`src/rtl/sisc_pkg.sv`:
```
// Shared types and constants for the SISC memory access scheduler.
package sisc_pkg;

    typedef enum logic [1:0] {
        IDLE,
        ISSUE,
        WAIT,
        DONE
    } state_t;

    localparam logic REQ_IF = 1'b0;
    localparam logic REQ_DM = 1'b1;

    localparam int MEM_LAT_MIN = 1;
    localparam int MEM_LAT_MAX = 4;
    localparam int LAT_W       = $clog2(MEM_LAT_MAX + 1);

endpackage

```
`src/rtl/mem_sched_pick.sv`:
```
// Combinational grant selection between fetch and data requesters.
// With MEM_SCHED_RR_EN defined, simultaneous requests alternate via a pointer.
module mem_sched_pick
    import sisc_pkg::*;
(
    input  logic clk,
    input  logic rst,
    input  logic if_req,
    input  logic dm_req,
    input  logic take,
    output logic gnt_valid,
    output logic gnt_id
);

    assign gnt_valid = if_req | dm_req;

`ifdef MEM_SCHED_RR_EN
    logic ptr;

    // Pointer names the winner of the next conflict; it moves away from whoever was just served.
    always_ff @(posedge clk) begin
        if (rst) begin
            ptr <= REQ_DM;
        end else if (take) begin
            ptr <= ~gnt_id;
        end
    end

    always_comb begin
        gnt_id = REQ_DM;
        if (if_req && dm_req) begin
            gnt_id = ptr;
        end else if (if_req) begin
            gnt_id = REQ_IF;
        end
    end
`else
    logic unused_rr;
    assign unused_rr = ^{clk, rst, take};

    always_comb begin
        gnt_id = REQ_DM;
        if (if_req && !dm_req) begin
            gnt_id = REQ_IF;
        end
    end
`endif

endmodule

```
`src/rtl/mem_sched.sv`:
```
// Shares one fixed-latency single-ported memory between instruction fetch and load/store.
// Optional build macro: MEM_SCHED_RR_EN (round-robin on simultaneous requests).
module mem_sched
    import sisc_pkg::*;
#(
    parameter int ADDR_W  = 16,
    parameter int DATA_W  = 32,
    parameter int MEM_LAT = 1
) (
    input  logic              clk,
    input  logic              rst,
    input  logic              if_req,
    input  logic [ADDR_W-1:0] if_addr,
    output logic              if_ack,
    output logic [DATA_W-1:0] if_data,
    input  logic              dm_req,
    input  logic              dm_we,
    input  logic [ADDR_W-1:0] dm_addr,
    input  logic [DATA_W-1:0] dm_wdata,
    output logic              dm_ack,
    output logic [DATA_W-1:0] dm_rdata,
    output logic              mem_en,
    output logic              mem_we,
    output logic [ADDR_W-1:0] mem_addr,
    output logic [DATA_W-1:0] mem_wdata,
    input  logic [DATA_W-1:0] mem_rdata,
    output logic              busy,
    output logic [7:0]        stall_cnt
);

    // Out-of-range latencies are pinned to the nearest legal value.
    localparam int LAT = (MEM_LAT < MEM_LAT_MIN) ? MEM_LAT_MIN :
                         (MEM_LAT > MEM_LAT_MAX) ? MEM_LAT_MAX : MEM_LAT;

    state_t           state;
    state_t           state_next;
    logic             gnt_valid;
    logic             gnt_id;
    logic             take;
    logic             req_id;
    logic             req_we;
    logic [LAT_W-1:0] lat_cnt;
    logic             lat_done;

    assign take     = (state == IDLE) && gnt_valid;
    assign lat_done = (state == WAIT) && (lat_cnt == LAT_W'(1));

    mem_sched_pick u_pick (
        .clk       (clk),
        .rst       (rst),
        .if_req    (if_req),
        .dm_req    (dm_req),
        .take      (take),
        .gnt_valid (gnt_valid),
        .gnt_id    (gnt_id)
    );

    always_ff @(posedge clk) begin
        if (rst) begin
            state <= IDLE;
        end else begin
            state <= state_next;
        end
    end

    always_comb begin
        state_next = state;
        case (state)
            IDLE:    if (gnt_valid) state_next = ISSUE;
            ISSUE:   state_next = req_we ? DONE : WAIT;
            WAIT:    if (lat_done) state_next = DONE;
            DONE:    state_next = IDLE;
            default: state_next = IDLE;
        endcase
    end

    assign mem_en = (state == ISSUE);
    assign mem_we = (state == ISSUE) && req_we;
    assign if_ack = (state == DONE) && (req_id == REQ_IF);
    assign dm_ack = (state == DONE) && (req_id == REQ_DM);
    assign busy   = (state != IDLE);

    // Request fields are latched at grant so the requester may change them once acked.
    always_ff @(posedge clk) begin
        if (rst) begin
            req_id    <= REQ_IF;
            req_we    <= 1'b0;
            mem_addr  <= '0;
            mem_wdata <= '0;
        end else if (take) begin
            req_id   <= gnt_id;
            req_we   <= (gnt_id == REQ_DM) && dm_we;
            mem_addr <= (gnt_id == REQ_DM) ? dm_addr : if_addr;
            if ((gnt_id == REQ_DM) && dm_we) begin
                mem_wdata <= dm_wdata;
            end
        end
    end

    always_ff @(posedge clk) begin
        if (rst) begin
            lat_cnt  <= '0;
            if_data  <= '0;
            dm_rdata <= '0;
        end else begin
            if (state == ISSUE) begin
                lat_cnt <= LAT_W'(LAT);
            end else if (state == WAIT) begin
                lat_cnt <= lat_cnt - LAT_W'(1);
            end
            if (lat_done) begin
                if (req_id == REQ_IF) begin
                    if_data <= mem_rdata;
                end else begin
                    dm_rdata <= mem_rdata;
                end
            end
        end
    end

    always_ff @(posedge clk) begin
        if (rst) begin
            stall_cnt <= '0;
        end else if (if_req && !if_ack && (stall_cnt != 8'hFF)) begin
            stall_cnt <= stall_cnt + 8'd1;
        end
    end

endmodule
```
`config.mk`:
```
export PLATFORM = sky130hd
export DESIGN_NAME = mem_sched
export DESIGN_NICKNAME = d
export VERILOG_FILES = /design/src/rtl/sisc_pkg.sv /design/src/rtl/mem_sched_pick.sv /design/src/rtl/mem_sched.sv
export SDC_FILE = /design/constraint.sdc
export NUM_CORES = 1
export LEC_CHECK = 0
export BUFFER_PORTS_ARGS = -buffer_cell sky130_fd_sc_hd__buf_2
export CAP_MARGIN = 20
export CORE_MARGIN = 4
export CORE_UTILIZATION = 46
export DETAILED_ROUTE_END_ITERATION = 6
export PLACE_DENSITY = 0.88
export SYNTH_ARGS = -nofsm -noshare
export SYNTH_HDL_FRONTEND = slang
export SYNTH_SLANG_ARGS = --single-unit
```
`constraint.sdc`:
```
create_clock -name clk -period 2.5 [get_ports clk]
set_clock_uncertainty 0.2 [all_clocks]
set_input_delay 0.125 -clock clk [delete_from_list [all_inputs] [get_ports clk]]
set_output_delay 0.125 -clock clk [all_outputs]
set_load 0.005 [all_outputs]
```
==> results.md, run 1 <==
* Run status: finished clean
* Placed inst area at 0.00606 mm2
* Endpoints failing hold at 0
* Part of the power in combinational logic at 21.0%
* Vias in the first global route at 5,360
* Yosys warning count at 0
* Crit path from: state[0]$_SDFFE_PP0P_
* Worst r2r src: state[0]$_SDFFE_PP0P_
* Top cells by area, synth: dfxtp_1 (53%), nand2_1 (15%), a21oi_1 (10%), mux2i_1 (4.0%), a211oi_1 (2.8%)
* Initial antenna violation count at 1
* Register-to-Register Setup Slack at 0.23 ns
* Synth cell types at 36
* CP max FO at 12
* CTS tree: done
* PD cells at 796 mW/mm2
* Mux cell area share after synthesis at 3.96%
* FILL cells at 637
* Reg2reg path depth at 7
* Post-CTS setup repair buffer count at 0
* GP Congestion at 0.801
* Largest net degree at the start of global routing at 49
* Xor/xnor share of the synthesized area at 0.365%
* RSZ-0062 raised after global routing: false
* CTS clk-pin slew, worst paths at 0.06 ns
* Syn_nets at 694
* Layout cells sized above 1 at 30.6%
* Clock sink total at 127
* Number of port buffers at 225
* Sw Share at 29.8%
* Mapped Cells at 585
* Worst setup SP type: flop
* Largest family of logic cells by synthesized area: simple AND/OR/NAND/NOR gates
* Antenna Violating Nets Remaining at 0
* Slew @ Worst Pin at 0.598 ns
* Initial Util at 46.9%
* First-pass DRT Iterations at 5
* HP Class: input port to flop
* Reg power frac at 39.3%
* Drt drc at 0
* Worst R2R End: mem_wdata[16]$_SDFFE_PP0P_
* # rows at 37
* Simple-gate share of the synthesized area at 21.2%
* Switch Pwr at 1.82 mW
* Tmin final at 2.27 ns
* Sequential-to-total area share from yosys stat at 53.0%
* Avg Cell Area, Syn at 8.20 um2
* Power Internal at 4.31 mW
* Final Util at 75.3%
* Fmax at 0.441 GHz
* Crit path kind: flop to flop
* Hpwl dp at 9.72 mm
* Clock power frac at 39.7%
* Area grow syn2layout at 60.5%
* Die width at 110 um
* Die extent in y at 110 um
* Wirelength per Cell at 16.3 um
* Synthesized area at 0.00480 mm2
* Max-Cap Viols at 0
* Relative slew slack at 60.2%
* 1st-iter DRT viols at 511
* TritonCTS Buffers at 17
* Crit share post-route at 90.8%
* Commonest non-fill, non-tap cell in the layout: buf_2
* Crit end category: flop
* Yosys top cell by area: dfxtp_1
* Overflow after GRT at 0
* Setup ws final at 0.231 ns
* Top cell type's share of synthesized area at 53.0%
* Routed vias/inst at 5.25
* Dpl ws at 0.485 ns
* NumNets Final at 1,018
* Post-synthesis compound-gate area fraction at 15.3%
* # IOs at 226
* Worst-case clock buffer depth at 2
* Vias at 5,564
* Adder-cell share of the synthesized area at 2.09%
* Worst EP arrival at 2.52 ns
* Setup TNS at 0 ns
* Final WL at 17.2 mm
* Setup violations, final at 0
* CTS Root Cell: clkbuf_8
* Hold_sp: dm_wdata[17]
* Htree depth at 4
* Critical path endpoint: mem_wdata[16]$_SDFFE_PP0P_
* Commonest non-fill, non-tap cells in the layout: buf_2 (224), nand2_1 (198), dfxtp_1 (127)
* Die area at 0.0121 mm2
* Total GRT Usage at 27.8%
* Clock latency on the worst-skew pair at 0.50 ns
* Finished Cell Area at 0.00770 mm2
* P_leak at 3.50 nW
* Pwr Total at 6.13 mW
* Worst vdd ir at 0.550 mV
* Global-route wire length before repair at 26.4 mm
* Worst EP required at 2.75 ns
* Core outline area at 0.0102 mm2
* Final slew viol count at 0
* #FFs+latches synth at 127
==> cell usage after synthesis <==
cell	count
a2111oi_0	1
a211oi_1	18
a21oi_1	98
a221oi_1	1
a22oi_1	2
a311oi_1	1
a31oi_1	3
and2_1	2
and3_1	2
buf_1	1
buf_2	12
buf_4	2
clkbuf_1	24
dfxtp_1	127
ha_1	8
inv_1	7
inv_2	1
mux2i_1	19
nand2_1	198
nand2b_1	3
nand3_1	4
nand3b_1	1
nand4_1	1
nor2_1	30
nor3_1	5
nor4b_4	1
nor4bb_1	1
o211ai_1	1
o21a_1	1
o21ai_0	3
o21ba_2	1
o31ai_1	1
or2_2	1
or2b_2	1
or4_1	1
xor2_1	2
==> per-layer routing <==
layer	up-vias	global-route usage, %	part of all wire (%)
met3	44	8.50	11
met5	-	0	0
met1	2577	32.3	38
met4	0	12.0	2.8
met2	347	47.4	49
li1	2596	-	-
==> flip-flops by register name (all words and copies together) (netlist names) <==
name and cells:
mem_addr 16, req_we 1, req_id 1, if_data 32, state 2, stall_cnt 8
mem_wdata 32, dm_rdata 32, lat_cnt 3
==> kinds of logic after synthesis <==
| group | count (synthesis) |
|---|---|
| xor+xnor | 2 |
| buf+inv | 47 |
| fa+ha+maj | 8 |
| compound gates | 131 |
| flops | 127 |
| simple gates | 251 |
| mux | 19 |
==> repair_timing <==
item,in CTS,in global routing
endpoints found under the hold margin,124,0
gates resized for setup,0,3
setup endpoints to repair,0,3
hold buffers,104,0
==> per-stage QoR <==
stage / hold slack [ns] / cells
finish: 0.209 / 1060
global route: 0.204 / 1059
CTS: 0.181 / 1058
detailed placement: 0.169 / 922
global placement: 0.165 / 922
floorplan: 0.0610 / 585
==> critical path, stage by stage (launching register included) <==
cell and delay [ns]:
dfxtp_1 0.32, inv_1 0.14, ha_2 0.27, and3_4 0.29, buf_4 0.21, nand2_1 0.08, a21oi_1 0.15, dlygate4sd3_1 0.56
==> worst min-delay path by stage <==
| stage | cells after the start | to | slack, ns |
|---|---|---|---|
| detailed placement | 3 | mem_wdata[29]$_SDFFE_PP0P_ | 0.17 |
| global placement | 3 | mem_wdata[7]$_SDFFE_PP0P_ | 0.17 |
| global route | 4 | dm_rdata[18]$_SDFFE_PP0P_ | 0.20 |
| CTS | 4 | mem_wdata[17]$_SDFFE_PP0P_ | 0.18 |
| floorplan | 2 | dm_rdata[0]$_SDFFE_PP0P_ | 0.06 |
| finish | 4 | mem_wdata[17]$_SDFFE_PP0P_ | 0.21 |
==> layout make-up <==
class / instances / area, um2 / share of cell area [%]
Sequential cell: 127 / 2540 / 33.0
Tap cell: 136 / 170 / 2.21
Clock buffer: 17 / 414 / 5.38
Antenna cell: 2 / 5.00 / 0.0650
Multi-Input combinational cell: 411 / 2070 / 26.9
Clock inverter: 15 / 174 / 2.26
Timing Repair Buffer: 344 / 2290 / 29.8
Inverter: 8 / 30.0 / 0.390
==> power by group through the flow <==
stage               Clock [mW]  Sequential, mW  Combinational, mW
detailed placement           0            2.43               1.08
finish                    2.44            2.41               1.29
CTS                       2.46            2.39               1.23
global placement             0            2.42               1.04
floorplan                    0            2.44              0.587
global route              2.56            2.43               1.44
Power figures use the tool's default switching activity.
==> inputs of run 2 (changes only) <==
--- a/config.mk
+++ b/config.mk
@@ -10,7 +10,9 @@
 export CORE_MARGIN = 4
 export CORE_UTILIZATION = 46
 export DETAILED_ROUTE_END_ITERATION = 6
+export HOLD_SLACK_MARGIN = 0.08
 export PLACE_DENSITY = 0.88
+export RECOVER_POWER = 50
 export SYNTH_ARGS = -nofsm -noshare
 export SYNTH_HDL_FRONTEND = slang
 export SYNTH_SLANG_ARGS = --single-unit
==> run 2 against run 1 <==
- via count grew 1.3%
- sequential power about the same
- sequential share of layout area rose by 0.13 points
- setup slack worse by 0.044 ns
- die area did not move
- non-clock buffer count increased by 9
- critical path type unchanged
- critical endpoint is now mem_wdata[18]$_SDFFE_PP0P_
==> results.md, run 2 (synthesis results as in run 1) <==
* Setup violations, final at 0 (unchanged)
* Total GRT Usage at 28.3% (was 27.8%)
* Reg power frac at 39.4% (was 39.3%)
* WHS Path Cells at 4 (unchanged)
* CP max stage cell: dlygate4sd3_1 (unchanged)
* Final WL at 17.7 mm (was 17.2 mm)
* Placed Cells at 922 (unchanged)
* Die area at 0.0121 mm2 (unchanged)
* Vias at 5,636 (was 5,564)
* Largest registers: dm_rdata (32), if_data (32), mem_wdata (32) (unchanged)
* Worst setup SP type: flop (unchanged)
* Setup TNS at 0 ns (unchanged)
* Core outline area at 0.0102 mm2 (unchanged)
* Crit path kind: flop to flop (unchanged)
* Crit end category: flop (unchanged)
* # IOs at 226 (unchanged)
* Global-route wire length before repair at 26.9 mm (was 26.4 mm)
* Routed vias/inst at 5.27 (was 5.25)
* GP Congestion at 0.801 (unchanged)
* Number of port buffers at 225 (unchanged)
* Post-route insts no fill at 1,069 (was 1,060)
* Vias in the first global route at 5,438 (was 5,360)
* Pwr Total at 6.12 mW (was 6.13 mW)
* Delay-heaviest family, CP: buffers and inverters (unchanged)
* Final Util at 75.0% (was 75.3%)
* Dpl ws at 0.485 ns (unchanged)
* NumNets Final at 1,027 (was 1,018)
* Worst vdd ir at 0.506 mV (was 0.550 mV)
* Layout cells sized above 1 at 20.0% (was 30.6%)
* Endpoints failing hold at 0 (unchanged)
* First-pass DRT Iterations at 7 (was 5)
* CP cell instances: inv_1, ha_2, and3_4, buf_4, nand2_1, a21oi_1, dlygate4sd3_1 (unchanged)
* Finished Cell Area at 0.00767 mm2 (was 0.00770 mm2)
* CTS Root Cell: clkbuf_8 (unchanged)
* RSZ-0062 raised after global routing: false (unchanged)
* Switch Pwr at 1.84 mW (was 1.82 mW)
* Fmax at 0.432 GHz (was 0.441 GHz)
* Clock latency on the worst-skew pair at 0.50 ns (about the same)
* PD cells at 798 mW/mm2 (was 796 mW/mm2)
* Antenna Violating Nets Remaining at 0 (unchanged)
* Hold_sp: dm_wdata[17] (unchanged)
* Initial Util at 46.9% (unchanged)
* Run status: finished clean (unchanged)
* Overflow after GRT at 0 (unchanged)
* Worst R2R End: mem_wdata[18]$_SDFFE_PP0P_ (was mem_wdata[16]$_SDFFE_PP0P_)
* P_leak at 3.11 nW (was 3.50 nW)
* Clock power frac at 39.7% (about the same)
* CP max FO at 12 (unchanged)
* Htree depth at 4 (unchanged)
* Part of the power in combinational logic at 20.9% (was 21.0%)
* Area grow syn2layout at 59.9% (was 60.5%)
* Commonest non-fill, non-tap cells in the layout: nand2_1 (198), buf_2 (128), dfxtp_1 (127) (was buf_2 (224), nand2_1 (198), dfxtp_1 (127))
* Worst-case clock buffer depth at 2 (unchanged)
* Die width at 110 um (unchanged)
* Drt drc at 0 (unchanged)
* Setup ws final at 0.187 ns (was 0.231 ns)
* Hold WS at 0.206 ns (was 0.209 ns)
* Sw Share at 30.0% (was 29.8%)
* Clock sink total at 127 (unchanged)
* Reg2reg path depth at 7 (unchanged)
* Max-Cap Viols at 0 (unchanged)
* Relative slew slack at 60.4% (was 60.2%)
* CP Depth at 7 (unchanged)
* Register-to-Register Setup Slack at 0.19 ns (was 0.23 ns)
* Worst r2r src: state[0]$_SDFFE_PP0P_ (unchanged)
* Worst EP arrival at 2.56 ns (was 2.52 ns)
* Initial antenna violation count at 1 (unchanged)
* CTS tree: done (unchanged)
* CP Buf/Inv Count at 3 (unchanged)
* Slew @ Worst Pin at 0.593 ns (was 0.598 ns)
* # rows at 37 (unchanged)
* Hold EP: mem_wdata[17]$_SDFFE_PP0P_ (unchanged)
* Placed inst area at 0.00606 mm2 (unchanged)
* CTS clk-pin slew, worst paths at 0.06 ns (about the same)
* Die extent in y at 110 um (unchanged)
* Worst EP required at 2.75 ns (about the same)
* HP Class: input port to flop (unchanged)
* Crit share post-route at 92.5% (was 90.8%)
* Largest net degree at the start of global routing at 49 (unchanged)
* Final slew viol count at 0 (unchanged)
* Largest stage delay, worst path at 0.56 ns (about the same)
* Wirelength per Cell at 16.5 um (was 16.3 um)
* TritonCTS Buffers at 17 (unchanged)
* Hpwl dp at 9.72 mm (unchanged)
* Tmin final at 2.31 ns (was 2.27 ns)
* Commonest non-fill, non-tap cell in the layout: nand2_1 (was buf_2)
* Power Internal at 4.28 mW (was 4.31 mW)
* 1st-iter DRT viols at 579 (was 511)
[run 2: area by class of cell]
| class | instances | area (um2) |
|---|---|---|
| Timing Repair Buffer | 353 | 2260 |
| Tap cell | 136 | 170 |
| Antenna cell | 2 | 5.00 |
| Inverter | 8 | 30.0 |
| Clock buffer | 17 | 414 |
| Fill cell | 694 | 2560 |
| Sequential cell | 127 | 2540 |
| Clock inverter | 15 | 174 |
| Multi-Input combinational cell | 411 | 2070 |
[run 2: worst max-delay path by stage]
stage                                     start                         end  slack, ns
after CTS                 state[0]$_SDFFE_PP0P_  mem_wdata[16]$_SDFFE_PP0P_       0.01
after global routing      state[0]$_SDFFE_PP0P_  mem_wdata[16]$_SDFFE_PP0P_       0.06
final                     state[0]$_SDFFE_PP0P_  mem_wdata[18]$_SDFFE_PP0P_       0.19
after global placement    state[0]$_SDFFE_PP0P_   dm_rdata[10]$_SDFFE_PP0P_       0.56
after detailed placement  state[0]$_SDFFE_PP0P_    dm_rdata[8]$_SDFFE_PP0P_       0.49
after floorplan           state[0]$_SDFFE_PP0P_   dm_rdata[10]$_SDFFE_PP0P_       0.73
[run 2: metal layers]
metal / vias to the layer above / wire length (um) / track usage, %
li1: 2618 / - / -
met1: 2563 / 6580 / 32.0
met2: 385 / 8490 / 47.7
met3: 70 / 1860 / 9.38
met4: 0 / 738 / 14.2
met5: - / 0 / 0
[run 2: timing repair]
action / 4_1_cts / 5_1_grt
hold buffers: 113 / 0
hold endpoints to repair: 125 / 0
setup endpoints to repair: 0 / 8
gates resized for setup: 0 / 3
setup buffers: 0 / 0
[run 2: worst register-to-register path, cell delays in order (launching register included)]
cell and delay, ns:
dfxtp_1 0.32, inv_1 0.15, ha_2 0.29, and3_4 0.30, buf_4 0.21, nand2_1 0.09, a21oi_1 0.15, dlygate4sd3_1 0.56
[run 2: power groups by stage]
| stage | Combinational [mW] | Clock, mW | Sequential, mW |
|---|---|---|---|
| global placement | 1.04 | 0 | 2.42 |
| finish | 1.28 | 2.43 | 2.41 |
| floorplan | 0.587 | 0 | 2.44 |
| detailed placement | 1.08 | 0 | 2.43 |
| CTS | 1.25 | 2.46 | 2.39 |
| global route | 1.42 | 2.57 | 2.44 |
